==> src/rtl/and_unit_arbiter.sv <==
// rtl/and_unit_arbiter.sv - round-robin arbiter sharing one registered AND unit
module and_unit_arbiter #(
  parameter int N_REQ = 4,
  parameter int WIDTH = 8,
  parameter int ID_W  = 2
) (
  input  logic                   i_clk,
  input  logic                   i_rst,
  input  logic [N_REQ-1:0]       i_req,
  input  logic [N_REQ*WIDTH-1:0] i_a,
  input  logic [N_REQ*WIDTH-1:0] i_b,
  output logic [N_REQ-1:0]       o_gnt,
  output logic                   o_valid,
  output logic [WIDTH-1:0]       o_result,
  output logic [ID_W-1:0]        o_id,
  input  logic                   i_rdy,
  output logic                   o_busy,
  output logic [15:0]            o_ops
);

  typedef enum logic [1:0] {IDLE, CALC, RESP} state_t;

  state_t           state, state_nxt;
  logic [WIDTH-1:0] op_a, op_b;
  logic [ID_W-1:0]  id, last_id, winner;
  logic             found, arb_en, take;

  // Search begins just after the last winner so every requester gets a turn.
  always_comb begin
    found  = 1'b0;
    winner = '0;
    for (int k = 1; k <= N_REQ; k++) begin
      if (!found && i_req[(int'(last_id) + k) % N_REQ]) begin
        found  = 1'b1;
        winner = ID_W'((int'(last_id) + k) % N_REQ);
      end
    end
  end

  assign arb_en = (state == IDLE) || ((state == RESP) && i_rdy);
  assign take   = arb_en && found;
  assign o_busy = (state != IDLE);

  always_comb begin
    state_nxt = state;
    case (state)
      IDLE:    if (take) state_nxt = CALC;
      CALC:    state_nxt = RESP;
      RESP:    if (i_rdy) state_nxt = found ? CALC : IDLE;
      default: state_nxt = IDLE;
    endcase
  end

  always_ff @(posedge i_clk or posedge i_rst) begin
    if (i_rst) state <= IDLE;
    else       state <= state_nxt;
  end

  always_ff @(posedge i_clk or posedge i_rst) begin
    if (i_rst) begin
      o_gnt    <= '0;
      o_valid  <= 1'b0;
      o_result <= '0;
      o_id     <= '0;
      o_ops    <= '0;
      op_a     <= '0;
      op_b     <= '0;
      id       <= '0;
      last_id  <= ID_W'(N_REQ - 1);
    end else begin
      o_gnt <= '0;
      if (take) begin
        o_gnt   <= {{(N_REQ-1){1'b0}}, 1'b1} << winner;
        op_a    <= i_a[int'(winner)*WIDTH +: WIDTH];
        op_b    <= i_b[int'(winner)*WIDTH +: WIDTH];
        id      <= winner;
        last_id <= winner;
      end
      if (state == CALC) begin
        o_result <= op_a & op_b;
        o_id     <= id;
        o_valid  <= 1'b1;
      end
      if ((state == RESP) && i_rdy) begin
        o_valid <= 1'b0;
        if (o_ops != 16'hFFFF) o_ops <= o_ops + 16'd1;
      end
    end
  end

endmodule
==> config.mk <==
export PLATFORM = sky130hd
export DESIGN_NAME = and_unit_arbiter
export DESIGN_NICKNAME = d
export VERILOG_FILES = /design/src/rtl/and_unit_arbiter.sv
export SDC_FILE = /design/constraint.sdc
export NUM_CORES = 1
export LEC_CHECK = 0
export CAP_MARGIN = 10
export CORE_ASPECT_RATIO = 1.25
export CORE_MARGIN = 2
export CORE_UTILIZATION = 30
export CTS_CLUSTER_SIZE = 25
export DETAILED_ROUTE_END_ITERATION = 7
export SLEW_MARGIN = 20
export SYNTH_ARGS = -nofsm -noshare
export SYNTH_HDL_FRONTEND = slang
export SYNTH_SLANG_ARGS = --single-unit
export TNS_END_PERCENT = 10
==> constraint.sdc <==
create_clock -name i_clk -period 1.8 [get_ports i_clk]
set_input_delay 0.45 -clock i_clk [delete_from_list [all_inputs] [get_ports i_clk]]
set_output_delay 0.45 -clock i_clk [all_outputs]
set_load 0.02 [all_outputs]
; ---- Word-level counts from Yosys, hierarchy flattened
; Index checks and enable logic that the tools add are counted.
; W data, S select, Z words.
[totals]
wordCells = 77
ff_bits = 53
inputBits = 71
output_inout_bits = 32
[op_classes]
muxes = 27
eq_ne = 5
bitwise_logic = 5
addsub = 5
n_reduce_logical = 18
n_lt_le_gt_ge = 4
shift = 3
[ops]
columns = operator, n
row1 = $shiftx A32 B6 Y8, 2
row2 = $add A16 B1 Y16 const B, 1
row3 = $lt A3 B4 Y1 const B, 4
row4 = $ne A16 B16 Y1 const B, 1
row5 = $mux W1, 15
row6 = $mux W2, 6
row7 = $and A8 B8 Y8, 1
row8 = $bmux W1 S2, 4
row9 = $reduce_or A2 Y1, 4
row10 = $pmux W2 S3, 1
row11 = $logic_and A1 B1 Y1, 5
row12 = $add A2 B1 Y2 const B, 2
row13 = $add A2 B2 Y2 const B, 2
row14 = $and A1 B1 Y1 const A, 4
row15 = $mux W4, 1
row16 = $ne A2 B2 Y1 const B, 2
row17 = $reduce_and A2 Y1, 2
row18 = $reduce_bool A2 Y1, 2
row19 = $shl A1 B2 Y4 const A, 1
row20 = $logic_not A1 Y1, 3
row21 = $eq A2 B1 Y1 const B, 1
row22 = $eq A2 B2 Y1 const B, 1
row23 = $logic_not A2 Y1, 1
row24 = $logic_or A1 B1 Y1, 1

; ---- Depth between registers and ports, before layout
; Gate-level depths: netlist of run 1.
[depth]
depth_word = 19
depth_mapped = 7
ltp_nobuf = 6

; ---- Least setup slack after synthesis of run 1
; OpenSTA, ideal clock, no wires.
[synth_path]
path_type = reg-to-reg
startpoint = reg o_ops[9]
endpoint = reg o_ops[1]
required_time_ns = 1.672
t_arrival_ns = 1.612
path_stages_with_launch = 6
n_path_buf = 0
setup_time_ns = 0.128
period_less_slack_ns = 1.739
slack_ns = 0.061
path_cell_list = dfrtp_1 nand4_1 nor3_2 nand2_1 nand2_1 mux2_1
[synth_via]
elab_chain_len = 2
[synth_rtl]
columns = item, line_no
row1 = "start, declared", 18  ; output logic [15:0] o_ops
row2 = "start signal, assigned", 86  ; if (o_ops != 16'hFFFF) o_ops <= o_ops + 16'd1;
row3 = $ne A16 B16 Y1, 86
row4 = $reduce_and A2 Y1 (no line), --
; No other way between the ends.
; A chain may end at the register's enable or synchronous reset.

; ---- Worst setup path after layout of run 1
[layout_path]
startpoint = reg o_ops[8]
endpoint = out o_ops[8]
; No word-level cell between the ends.

==> results of run 1 <==
==> metal layers <==
layer / global-route usage [%] / wire length, µm / up-vias
met3: 2.436 / 399 / 8
met2: 26.47 / 3902 / 78
met4: 4.279 / 104 / 0
met5: 0 / 0 / -
met1: 20.08 / 3488 / 1231
li1: - / - / 1328
==> metrics by stage <==
stage,instances,TNS [ns],util (%)
3_5_place_dp,543,-10.85,44.95
2_1_floorplan,300,0,-
3_3_place_gp,543,-9.485,44.95
4_1_cts,552,-0.02051,46.99
6_report,552,0,47.60
5_1_grt,552,-0.04496,47.60
==> cell type report <==
class                   count  area (µm²)
flip-flops and latches     53        1330
clock buffers               6       138.9
repair buffers            137        1390
fillers                   915        5009
clock inverters             2       37.54
multi-input cells         219        1463
well taps                 126       157.7
inverters                   9       33.78
==> cell usage after synthesis (2+ instances only) <==
cell type / count / area share, %
o21ai_1: 14 / 2.4
a21oi_1: 18 / 3.1
nor3_2: 2 / 0.69
nor2_2: 2 / 0.43
buf_6: 7 / 2.7
a31oi_4: 2 / 1.5
a32oi_1: 3 / 0.90
and3b_1: 2 / 0.60
nor2_1: 25 / 3.2
xnor2_1: 10 / 3.0
o21a_1: 2 / 0.51
buf_2: 6 / 1.0
a31oi_1: 3 / 0.64
dfrtp_1: 51 / 44
inv_1: 9 / 1.2
o22ai_1: 2 / 0.43
dfstp_2: 2 / 1.8
o21bai_1: 3 / 0.77
xor2_1: 4 / 1.2
nand4_1: 5 / 1.1
nand2_1: 26 / 3.3
nand2b_1: 4 / 0.86
o21ai_0: 16 / 2.7
and3_1: 16 / 3.4
a21boi_0: 17 / 4.4
nor3_1: 4 / 0.69
nand3_1: 7 / 1.2
buf_4: 4 / 1.0
a221oi_1: 7 / 2.1
clkbuf_1: 2 / 0.26
a221oi_2: 6 / 3.1
==> flip-flops by register name (all words and copies together), names as in the netlist <==
register  count
o_ops        16
o_result      8
op_a          8
op_b          8
o_gnt         4
id            2
last_id       2
o_id          2
state         2
o_valid       1
==> path summary, 6_finish.rpt <==
check,start,to,slack (ns)
min,i_rst,op_a[3],0.42
max,o_ops[8],o_ops[8],0.04
max in group asynchronous,i_rst,o_result[0],0.94
max reg2reg,last_id[1],op_b[3],0.07
min reg2reg,o_result[1],o_result[1],0.49
min in group i_clk,i_rdy,state[1],0.44
==> what timing repair did <==
item / CTS / global route
hold buffers: 0 / 0
gates cloned: 0 / 0
pin swaps: 1 / 3
gates resized for setup: 14 / 20
buffers inserted: 1 / 0
setup endpoints to repair: 23 / 23
==> where the power goes <==
group          internal (W)  switching (W)  leakage [nW]  total (W)
Clock              0.000694       0.000412        0.0831    0.00111
Sequential          0.00166       0.000316         0.653    0.00197
Combinational       0.00147        0.00152          1.33    0.00299
Total               0.00382        0.00225          2.06    0.00607
==> logic make-up after synthesis <==
kind of cell             count (synthesis)  share of synthesized area, %
buffers and inverters                   28                         6.167
AO/OA/AOI/OAI                          100                         25.01
flip-flops                              53                         45.48
AND/OR/NAND/NOR                        101                         17.60
adder cells (fa/ha/maj)                  1                        0.4282
XOR/XNOR                                14                         4.197
multiplexers                             3                         1.113
==> out/results.ini, run 1 <==
[setup_path]
crit_slowest_cell = clkdlybuf4s50_1
crit_fanout = 4
path_class = reg2out
path_depth = 1
worstRegToRegCells = 7
crit_path_end_kind = primary output
critPathBufInv = 1
arrival_ns = 1.31
crit_family = buffers and inverters
start_kind = flop
cp_cell_sequence = clkdlybuf4s50_1
crit_required_ns = 1.35
crit_path_max_incr_delay_ns = 0.62

[sta]
period_minus_slack_ns = 1.759
fin_hold_ws_ns = 0.4246
tightest_slew_ns = 0.2949
clock.fmax_mhz = 568.4
skew_ns = 0.006042
timing.slew.headroom_pct = 80.16
finalCritPeriodShare_pct = 97.75
drv_slew = 0
final_hold_viol_count = 0
rsz0062_at_grt = yes
setup_ws_ns = 0.04059
setup_violations = 0

[yosys]
syn_area_um2 = 2922
synthFlopType = dfrtp_1
yosysUniqueCellTypes = 50
synth_edf_count = 0
synth_seq_cells = 53
avgSynthCellArea_um2 = 9.739
netlist_instances = 300
syn_nets = 372
yosys_warnings = 0
async_reset_ff_share_pct = 100.0
ys_seq_area_share_pct = 45.48

[place]
placed_cell_area_um2 = 4297
place.gp.congestion = 0.8067
io_buffers = 102
place_ws_ns = -0.4517
place.detailed.hpwl_mm = 6.255

[die]
start_util_pct = 30.56
die-area_um2 = 10550
die_w_um = 92.27
rows = 40
core_area_um2 = 9559
io_pins = 103
die_y_um = 114.3

[final_layout]
final_area_um2 = 4551
layout.nets = 497
drive_gt1_share_pct = 17.84
area_growth_pct = 55.76
insertedDiodeCount = 0
final_cell_mix = clkdlybuf4s50_1 (86), dfrtp_1 (50), nand2_1 (26), buf_4 (26), nor2_1 (25)
final_common_cell = clkdlybuf4s50_1

[cts]
cts_buffer_depth = 2
htree_levels = 2
cts_tree = yes
cts_buffers = 5
cts-root-buf = clkbuf_16
cts_sinks = 53
clk_pin_slew_ns = 0.07
clk-insertion-delay-late_ns = 0.29

[power_and_ir_drop]
ir_drop_uv = 490.7
p_total_w = 0.006071
power.density_nw_per_um2 = 1334
p_leak_nw = 2.061

[global_routing]
overflow = 0
grt_pass1_vias = 2640
grtUsageTotal_pct = 15.37
grt_max_degree = 35
grt_antenna_before_repair = 0
grt_pass1_wl_mm = 12.97

[min_path]
hp-class = in2async

[detailed_routing]
drt-total-wl_mm = 7.894
drc = 0
via_per_inst = 4.792
ant_nets = 0
drt_iter0_drc = 95
wl_per_cell_um = 14.30
first_pass_iters = 4
vias = 2645

[run]
maxCapViolations = 0

[status]
outcome = finished clean

No activity file was read; power rests on OpenSTA's default activity.
==> run 2: changes to the inputs <==
--- a/config.mk
+++ b/config.mk
@@ -5,6 +5,7 @@
 export SDC_FILE = /design/constraint.sdc
 export NUM_CORES = 1
 export LEC_CHECK = 0
+export ABC_AREA = 0
 export CAP_MARGIN = 10
 export CORE_ASPECT_RATIO = 1.25
 export CORE_MARGIN = 2
@@ -15,4 +16,4 @@
 export SYNTH_ARGS = -nofsm -noshare
 export SYNTH_HDL_FRONTEND = slang
 export SYNTH_SLANG_ARGS = --single-unit
-export TNS_END_PERCENT = 10
+export TNS_END_PERCENT = 30
==> constraint.sdc (replaced) <==
create_clock -name i_clk -period 1.49 [get_ports i_clk]
set_input_delay 0.3725 -clock i_clk [delete_from_list [all_inputs] [get_ports i_clk]]
set_output_delay 0.3725 -clock i_clk [all_outputs]
set_load 0.02 [all_outputs]
==> run 2 against run 1 <==
  * The run now ends with setup timing left
  * Sequential share of layout area fell by 1.9 points
  * Count of clock-buffer cells in the layout rose by 1
  * Largest power group unchanged
  * Register-to-register slack got worse by 0.29 ns
  * Highest routed layer unchanged
==> out/results.ini, run 2 (synthesis gave the netlist of run 1 again) <==
[status]
outcome = finished, violations left
violations = setup timing

[final_layout]
final_common_cell = clkdlybuf4s50_1
fillers = 892
largest_reg_flops = 16
finalNonFillerCells = 577
drive_gt1_share_pct = 28.38
area_growth_pct = 66.38
top_register = o_ops
seq_area_um2 = 1330
final_cell_mix = clkdlybuf4s50_1 (65), dfrtp_1 (50), buf_4 (42), dlygate4sd2_1 (30), nand2_1 (26)
layout.nets = 522
final_util_pct = 50.85
multiInputGateArea_um2 = 1580
final_area_um2 = 4861
insertedDiodeCount = 0

[place]
place.detailed.hpwl_mm = 6.217
dp.cells = 559
place.gp.congestion = 0.7763
placed_cell_area_um2 = 4447
io_buffers = 102

[run]
maxCapViolations = 0

[global_routing]
overflow = 0
grt_pass1_wl_mm = 13.41
grt_max_degree = 35
grt_pass1_vias = 2878
grt_antenna_before_repair = 0
grtUsageTotal_pct = 15.82

[die]
rows = 40
core_area_um2 = 9559
io_pins = 103
die_w_um = 92.27
die-area_um2 = 10550
start_util_pct = 30.56
die_y_um = 114.3

[cts]
cts_tree = yes
htree_levels = 2
cts-root-buf = clkbuf_16
cts_buffers = 5
clk-insertion-delay-late_ns = 0.29
cts_buffer_depth = 2
clk_pin_slew_ns = 0.07
cts_sinks = 53

[sta]
rsz0062_at_grt = yes
setup_ws_ns = -0.2249
skew_ns = 0.007773
setup_violations = 29
final_hold_viol_count = 0
finalCritPeriodShare_pct = 115.1
tightest_slew_ns = 0.3242
period_minus_slack_ns = 1.715
clock.fmax_mhz = 583.1
timing.slew.headroom_pct = 78.16
drv_slew = 0

[setup_path]
crit_fanout = 9
crit_path_end_kind = flop
r2r_setup_slack_ns = -0.22
crit_required_ns = 1.71
worst_path_most_repeated_cell = buf_12
cp_cell_sequence = buf_12, nand2_4, a31oi_4, buf_12, buf_12, and3_4, o21bai_1, a31oi_1
start_kind = flop
worstRegToRegCells = 8
path_class = reg2reg
rr_endpoint = op_b[2]
crit_slowest_cell = dfstp_2
reg2reg_from = last_id[1]
arrival_ns = 1.93
crit_path_max_incr_delay_ns = 0.62

[min_path]
hp-class = in2async

[detailed_routing]
vias = 2829
drt_iter0_drc = 127
ant_nets = 0
drc = 0
via_per_inst = 4.903
wl_per_cell_um = 14.95
first_pass_iters = 4
drt-total-wl_mm = 8.629

[power_and_ir_drop]
p_leak_nw = 2.193
power.density_nw_per_um2 = 1581
p_total_w = 0.007683
ir_drop_uv = 615.7

==> run 2: changes by cell type in the layout (fill, tap and decap cells not counted), sizes merged <==
cell / delta
buf: +24
bufinv: -1
clkbuf: +9
clkdlybuf4s15: -1
clkdlybuf4s50: -21
clkinvlp: +1
dlygate4sd2: +23
dlymetal6s2s: -8
inv: -1
==> run 2: final cells by class <==
cell class	instances	share of cell area, %
timing repair buffer	162	33.02
sequential	53	27.36
multi-input combinational	219	32.51
tap	126	3.243
clock buffer	7	2.934
inverter	9	0.7722
clock inverter	1	0.1544
==> run 2: worst max-delay path: cells and delay by family (launching register included) <==
| family | cells | cell delay (ns) |
|---|---|---|
| flops | 1 | 0.62 |
| buf+inv | 3 | 0.41 |
| simple gates | 2 | 0.22 |
| compound gates | 3 | 0.39 |
==> run 2: stage by stage <==
step | setup TNS (ns) | setup slack, ns | hold WS (ns)
3_5_place_dp | -21.90 | -0.7362 | 0.4708
4_1_cts | -3.627 | -0.1909 | 0.4085
2_1_floorplan | -2.147 | -0.2346 | 0.4332
5_1_grt | -7.407 | -0.3270 | 0.4351
3_3_place_gp | -21.13 | -0.7286 | 0.4595
6_report | -4.190 | -0.2249 | 0.4078
==> run 2: report_power, final <==
part | switching [W] | internal, W | total (W)
registers | 0.000303 | 0.00200 | 0.00230
clock network | 0.000509 | 0.000670 | 0.00118
logic | 0.00216 | 0.00205 | 0.00420
==> run 2: metal layers <==
metal	up-vias	routed length, µm	global-route usage, %
li1	1386	-	-
met1	1352	3656	20.24
met2	85	4483	28.09
met3	6	422	2.765
met4	0	66	3.383
met5	-	0	0
==> run 2: what timing repair did <==
item / CTS / global route
cloned: 0 / 4
hold buffers: 0 / 0
resized for setup: 73 / 36
hold endpoints to repair: 0 / 0
pin swaps: 20 / 15
buffers inserted: 4 / 3
setup endpoints to repair: 72 / 43
==> run 2: worst max-delay path by stage <==
stage / startpoint / endpoint / slack (ns) / cells after the start
floorplan: o_ops[10] / o_ops[1] / -0.23 / 5
global placement: i_req[0] / op_a[0] / -0.73 / 7
detailed placement: i_req[3] / op_a[0] / -0.74 / 8
CTS: last_id[1] / op_a[1] / -0.19 / 7
global route: last_id[1] / op_a[4] / -0.33 / 8
finish: last_id[1] / op_b[2] / -0.22 / 8
==> edit 1: new RTL, flow settings as in run 2 <==
The 3 states of `state_t` get a one-hot encoding in 3 bits.
--- a/src/rtl/and_unit_arbiter.sv
+++ b/src/rtl/and_unit_arbiter.sv
@@ -18,7 +18,7 @@
   output logic [15:0]            o_ops
 );
 
-  typedef enum logic [1:0] {IDLE, CALC, RESP} state_t;
+  typedef enum logic [2:0] {IDLE = 3'b001, CALC = 3'b010, RESP = 3'b100} state_t;
 
   state_t           state, state_nxt;
   logic [WIDTH-1:0] op_a, op_b;
Check against the original RTL: same outputs for any inputs over 4 cycles, from zero or initial values and one cycle with i_rst high; so few cycles prove little.
==> edit 1 against run 2 <==
- the flow still finishes with violations (negative setup slack)
- die area is 4.0% higher
- first-iteration DRC count shrank 25%
- worst setup slack worse by 0.17 ns
- power rose by 10%
- sequential cell count grew 1
- core utilization up 2.4 points
- count of clock-buffer cells in the layout down 1
- synthesized cell count down 2.3%
- final cell count increased by 1.7%
- wire length up 12%
- cell area is 9.5% higher
- area after synthesis grew 4.2%
- via count grew 5.2%
- highest routed layer unchanged
==> edit 1: results (changes against run 2) <==
status:
  run_status: "finished, violations left"
  violations_in_the_final_reports: "negative setup slack"
timing:
  setup_ws_ns: -0.393  # -0.168 ns
  report.final.setup_viol: 41  # +41%
  finClkSkew_ns: 0.00473  # -0.00304 ns
  max-slew-margin-rel: 0.734  # -0.0480
final_layout:
  final_net_count: 529  # +1.3%
  largest_register_ff_count: 16  # unchanged
  insertedDiodeCount: 0  # unchanged
  top_register: "o_ops"
  fraction_of_final_layout_cells_sized_beyond_drive_strength_1: 0.437  # +0.153
  n_fill_cell: 893  # +0.11%
detailed_routing:
  drt_pass1_iterations: 4  # unchanged
  drt_iter0_markers: 95  # -25%
  drt_drc_violations_left: 0  # unchanged
  vias_per_cell: 5.07  # +3.4%
  detail_route.wirelength_um: 9660  # +12%
setup_path:
  max_stage_delay_ns: 0.59  # -0.03 ns
  worst-path-max-fanout: 8  # -1
  worstPathArrival_ns: 2.05  # +0.12 ns
  cpMaxStageDelayCell: "sky130_fd_sc_hd__dfstp_2"
cts:
  numCtsBuffers: 5  # unchanged
  clock_tree.htree_level_count: 2  # unchanged
  clk_pin_slew_ns: 0.07  # about the same
  insertion_delay_ns: 0.29  # about the same
  cts_max_path_buffers: 2  # unchanged
  master_cell_of_the_clock_root_buffer: "sky130_fd_sc_hd__clkbuf_16"
placed_design:
  place_hpwl_um: 7310  # +18%
  gp_congestion: 0.853  # +9.9%
  place.port_buffers: 102  # unchanged
power:
  power.leakage_nw: 2.22  # +1.2%
  worst_vdd_rail_ir_drop_v: 0.000804  # +31%
logic_synthesis:
  sequential_share_of_the_synthesized_area: 0.445  # -0.00969
  synth_commonest_cells: "51 x sky130_fd_sc_hd__dfrtp_1, 30 x sky130_fd_sc_hd__nand2_1, 28 x sky130_fd_sc_hd__nor2_1"
  synth.net_count: 365  # -1.9%
  asyncSetResetFlopFracSynth: 1.00  # unchanged
  ys_types: 58  # +16%
  synthesis.yosys.warnings: 0  # unchanged
  synth_area_leaders: "sky130_fd_sc_hd__dfrtp_1 42%, sky130_fd_sc_hd__a211oi_1 5.9%, sky130_fd_sc_hd__nand2_1 3.7%, sky130_fd_sc_hd__nor4_2 3.7%, sky130_fd_sc_hd__nor2_1 3.5%"
grt:
  grt_util_all_layers: 0.180  # +0.0220
  grt_pass1_vias: 3197  # +11%
  grt_first_pass_wirelength_um: 15600  # +16%
  antenna_found_initial: 0  # unchanged
  grt_start_max_net_pins: 35  # unchanged
hold_path:
  min-delay-path-class: "in2async"
## edit 1: layout make-up
cell class	instances	area (sq um)	share of cell area
well taps	129	161	0.0303
repair buffers	176	1670	0.313
clock inverters	2	12.5	0.00235
clock buffers	6	139	0.0261
flip-flops and latches	54	1370	0.258
inverters	5	27.5	0.00517
multi-input cells	215	1940	0.365
## edit 1: repair_timing
| action | CTS | global route |
|---|---|---|
| endpoints found under the setup margin | 74 | 50 |
| gates resized for setup | 103 | 33 |
| gates cloned | 1 | 1 |
| pin swaps | 15 | 9 |
| setup buffers | 5 | 5 |
## edit 1: worst paths after layout
| kind | start | end | slack, ns | cells past startpoint |
|---|---|---|---|---|
| min in group i_clk | o_valid | o_valid | 0.48 | 2 |
| worst max register to register | state[0] | op_a[2] | -0.39 | 6 |
| max in group asynchronous | i_rst | last_id[1] | 0.64 | 3 |
| worst min-delay path | i_rst | o_ops[10] | 0.39 | 2 |
| worst max-delay path | state[0] | op_a[2] | -0.39 | 6 |
| worst min register to register | o_valid | o_valid | 0.48 | 2 |
## edit 1: routing by layer
| layer | vias up | routed length [um] | global-route usage |
|---|---|---|---|
| li1 | 1415 | - | - |
| met3 | 9 | 434 | 0.0219 |
| met5 | - | 0 | 0 |
| met4 | 0 | 156 | 0.0560 |
| met1 | 1465 | 3990 | 0.217 |
| met2 | 87 | 5090 | 0.333 |
## edit 1: per-stage QoR
stage	instances	hold slack, ns	setup slack [ns]	instance area [sq um]	TNS, ns
floorplan	293	0.439	-0.289	3250	-5.55
global placement	567	0.460	-0.811	4810	-26.00
detailed placement	567	0.470	-0.941	4810	-27.84
CTS	581	0.394	-0.366	5170	-8.18
global route	587	0.407	-0.481	5320	-12.72
finish	587	0.390	-0.393	5320	-9.55
## edit 1: where the power goes
group          internal (W)  leakage [nW]  switching, W
logic               0.00238          1.50       0.00252
clock network      0.000666        0.0729      0.000522
registers           0.00203         0.649      0.000346
## edit 1: worst max-delay path, delay by kind of cell (launching register included)
family | cells | cell delay, ns
AND/OR/NAND/NOR | 2 | 0.14
AO/OA/AOI/OAI | 3 | 0.84
flip-flops | 1 | 0.59
buffers and inverters | 1 | 0.17
## edit 1: cells by family (layout without fill, tap and decap cells)
family | after synthesis | in the layout | synth area share
AND/OR/NAND/NOR | 105 | 105 | 0.195
flip-flops | 54 | 54 | 0.445
XOR/XNOR | 15 | 15 | 0.0432
AO/OA/AOI/OAI | 90 | 90 | 0.243
multiplexers | 4 | 4 | 0.0148
buffers and inverters | 24 | 189 | 0.0542
adder cells (fa/ha/maj) | 1 | 1 | 0.00411
==> edit 2: new RTL, flow settings as in run 2 <==
Without the edit above. `ID_W`: 2 -> 3.
--- a/src/rtl/and_unit_arbiter.sv
+++ b/src/rtl/and_unit_arbiter.sv
@@ -2,7 +2,7 @@
 module and_unit_arbiter #(
   parameter int N_REQ = 4,
   parameter int WIDTH = 8,
-  parameter int ID_W  = 2
+  parameter int ID_W  = 3
 ) (
   input  logic                   i_clk,
   input  logic                   i_rst,
Interface: changed (resized o_id); port bits go from 103 to 104. The function was not compared with the original's and may differ.
==> edit 2 against run 2 <==
- core utilization rose by 1.3 points
- die area decreased by 3.9%
- hold slack better by 0.055 ns
- area after synthesis shrank 4.0%
- largest power group unchanged
- cell area is 2.2% lower
- first-iteration DRC count fell by 9.4%
- the run still ends with negative setup slack left
- wire length fell by 2.6%
- sequential cell count stayed put
- worst setup slack lost 0.15 ns
- power up 3.9%
- fmax fell by 7.9%
==> edit 2: results (changes against run 2) <==
status:
  run_status: "finished, violations left"
  violations_in_the_final_reports: "negative setup slack"
power:
  power.leakage_nw: 2.12  # -3.5%
  worst_vdd_rail_ir_drop_v: 0.000798  # +30%
final_layout:
  final_net_count: 485  # -7.1%
  largest_register_ff_count: 16  # unchanged
  top_register: "o_ops"
  area_delta_synth_final_pct: 69.6
  fraction_of_final_layout_cells_sized_beyond_drive_strength_1: 0.271  # -0.0133
hold_path:
  min-delay-path-class: "in2reg"
  min_path_cells: 2
  min-delay-start: "i_rdy"
logic_synthesis:
  synth.net_count: 350  # -5.9%
  sequential_share_of_the_synthesized_area: 0.474  # +0.0191
  ys_types: 41  # -18%
  post_synth_inst_count: 278  # -7.3%
  synth_commonest_cells: "51 x sky130_fd_sc_hd__dfrtp_1, 29 x sky130_fd_sc_hd__nor2_1, 28 x sky130_fd_sc_hd__nand2_1"
  synth_area_leaders: "sky130_fd_sc_hd__dfrtp_1 46%, sky130_fd_sc_hd__mux2i_1 6.1%, sky130_fd_sc_hd__a211oi_2 5.8%, sky130_fd_sc_hd__a221oi_1 5.0%, sky130_fd_sc_hd__and3_1 4.5%"
  synthesis.yosys.warnings: 0  # unchanged
  synth_top_cell_area_share: 0.455  # +0.0183
detailed_routing:
  drt_iter0_markers: 115  # -9.4%
  detail_route.wirelength_um: 8400  # -2.6%
  via_count: 2553  # -9.8%
  vias_per_cell: 4.75  # -3.0%
placed_design:
  cell_area_reported_after_detailed_placement_sq_um: 4330  # -2.6%
  place_hpwl_um: 6210  # -0.17%
  place.port_buffers: 102  # unchanged
  gp_congestion: 0.800  # +3.1%
  place_inst: 524  # -6.3%
cts:
  numCtsBuffers: 5  # unchanged
  clock_tree.htree_level_count: 2  # unchanged
  insertion_delay_ns: 0.29  # about the same
  master_cell_of_the_clock_root_buffer: "sky130_fd_sc_hd__clkbuf_16"
grt:
  grt_pass1_vias: 2688  # -6.6%
  grt_util_all_layers: 0.166  # +0.00789
  grt_first_pass_wirelength_um: 13500  # +0.41%
  grt_start_max_net_pins: 36  # +2.9%
setup_path:
  reg2reg_from: "last_id[1]"
  r2r_cells: 6  # -2
  worst_r2r_endpoint: "op_b[0]"
  worstPathArrival_ns: 2.03  # +0.10 ns
  max_stage_delay_ns: 0.56  # -0.06 ns
  worst-path-max-fanout: 7  # -2
timing:
  timing.setup.tns_ns: -5.98  # -1.79 ns
  finClkSkew_ns: 0.00798  # +0.000207 ns
  report.final.setup_viol: 21  # -28%
  setup_ws_ns: -0.371  # -0.147 ns
[edit 2: worst max-delay path: cells and delay by family (launching register included)]
family	cells	cell delay [ns]
compound gates	4	0.78
buf+inv	1	0.17
flops	1	0.56
mux	1	0.21
[edit 2: layout make-up]
type,instances,area (sq um)
Sequential cell,53,1330
Tap cell,123,154
Fill cell,869,4370
Multi-Input combinational cell,197,1630
Clock inverter,1,30.0
Timing Repair Buffer,146,1430
Inverter,10,41.3
Clock buffer,7,143
[edit 2: kinds of logic (layout without fill, tap and decap cells)]
kind of cell	Yosys count	after routing	share of synthesized area
flip-flops	53	53	0.474
AND/OR/NAND/NOR	104	104	0.179
AO/OA/AOI/OAI	59	59	0.178
other	1	1	0.00134
buffers and inverters	28	164	0.0540
multiplexers	19	19	0.0687
XOR/XNOR	13	13	0.0406
adder cells (fa/ha/maj)	1	1	0.00446
[edit 2: layer usage]
layer / up-vias / global-route usage / wire [um]
met2: 69 / 0.302 / 4510
met4: 0 / 0.0544 / 144
li1: 1267 / - / -
met5: - / 0 / 0
met3: 8 / 0.0282 / 353
met1: 1209 / 0.198 / 3400
[edit 2: worst max path at each step]
stage / startpoint / endpoint
3_3_place_gp: i_req[3] / op_b[3]
2_1_floorplan: last_id[1] / op_a[0]
4_1_cts: last_id[1] / op_b[6]
3_5_place_dp: i_req[3] / op_a[5]
5_1_grt: last_id[1] / op_b[6]
6_report: last_id[1] / op_b[0]
[edit 2: where the power goes]
group	switching, W	total (W)	internal (W)	leakage (nW)
Clock	0.000501	0.00134	0.000840	0.0841
Combinational	0.00219	0.00427	0.00208	1.38
Sequential	0.000355	0.00237	0.00202	0.648
[edit 2: what timing repair did]
item                                   CTS  global route
setup endpoints to repair               71            42
endpoints found under the hold margin    0             0
gates cloned                             2             0
resized for setup                       74            24
setup buffers                            3             0
pin swaps                                7            14
[edit 2: metrics by stage]
step	setup slack, ns	util	hold WS (ns)
finish	-0.371	0.521	0.463
global route	-0.460	0.521	0.502
CTS	-0.428	0.510	0.470
detailed placement	-0.793	0.475	0.470
global placement	-0.720	0.475	0.464
floorplan	-0.327	-	0.433
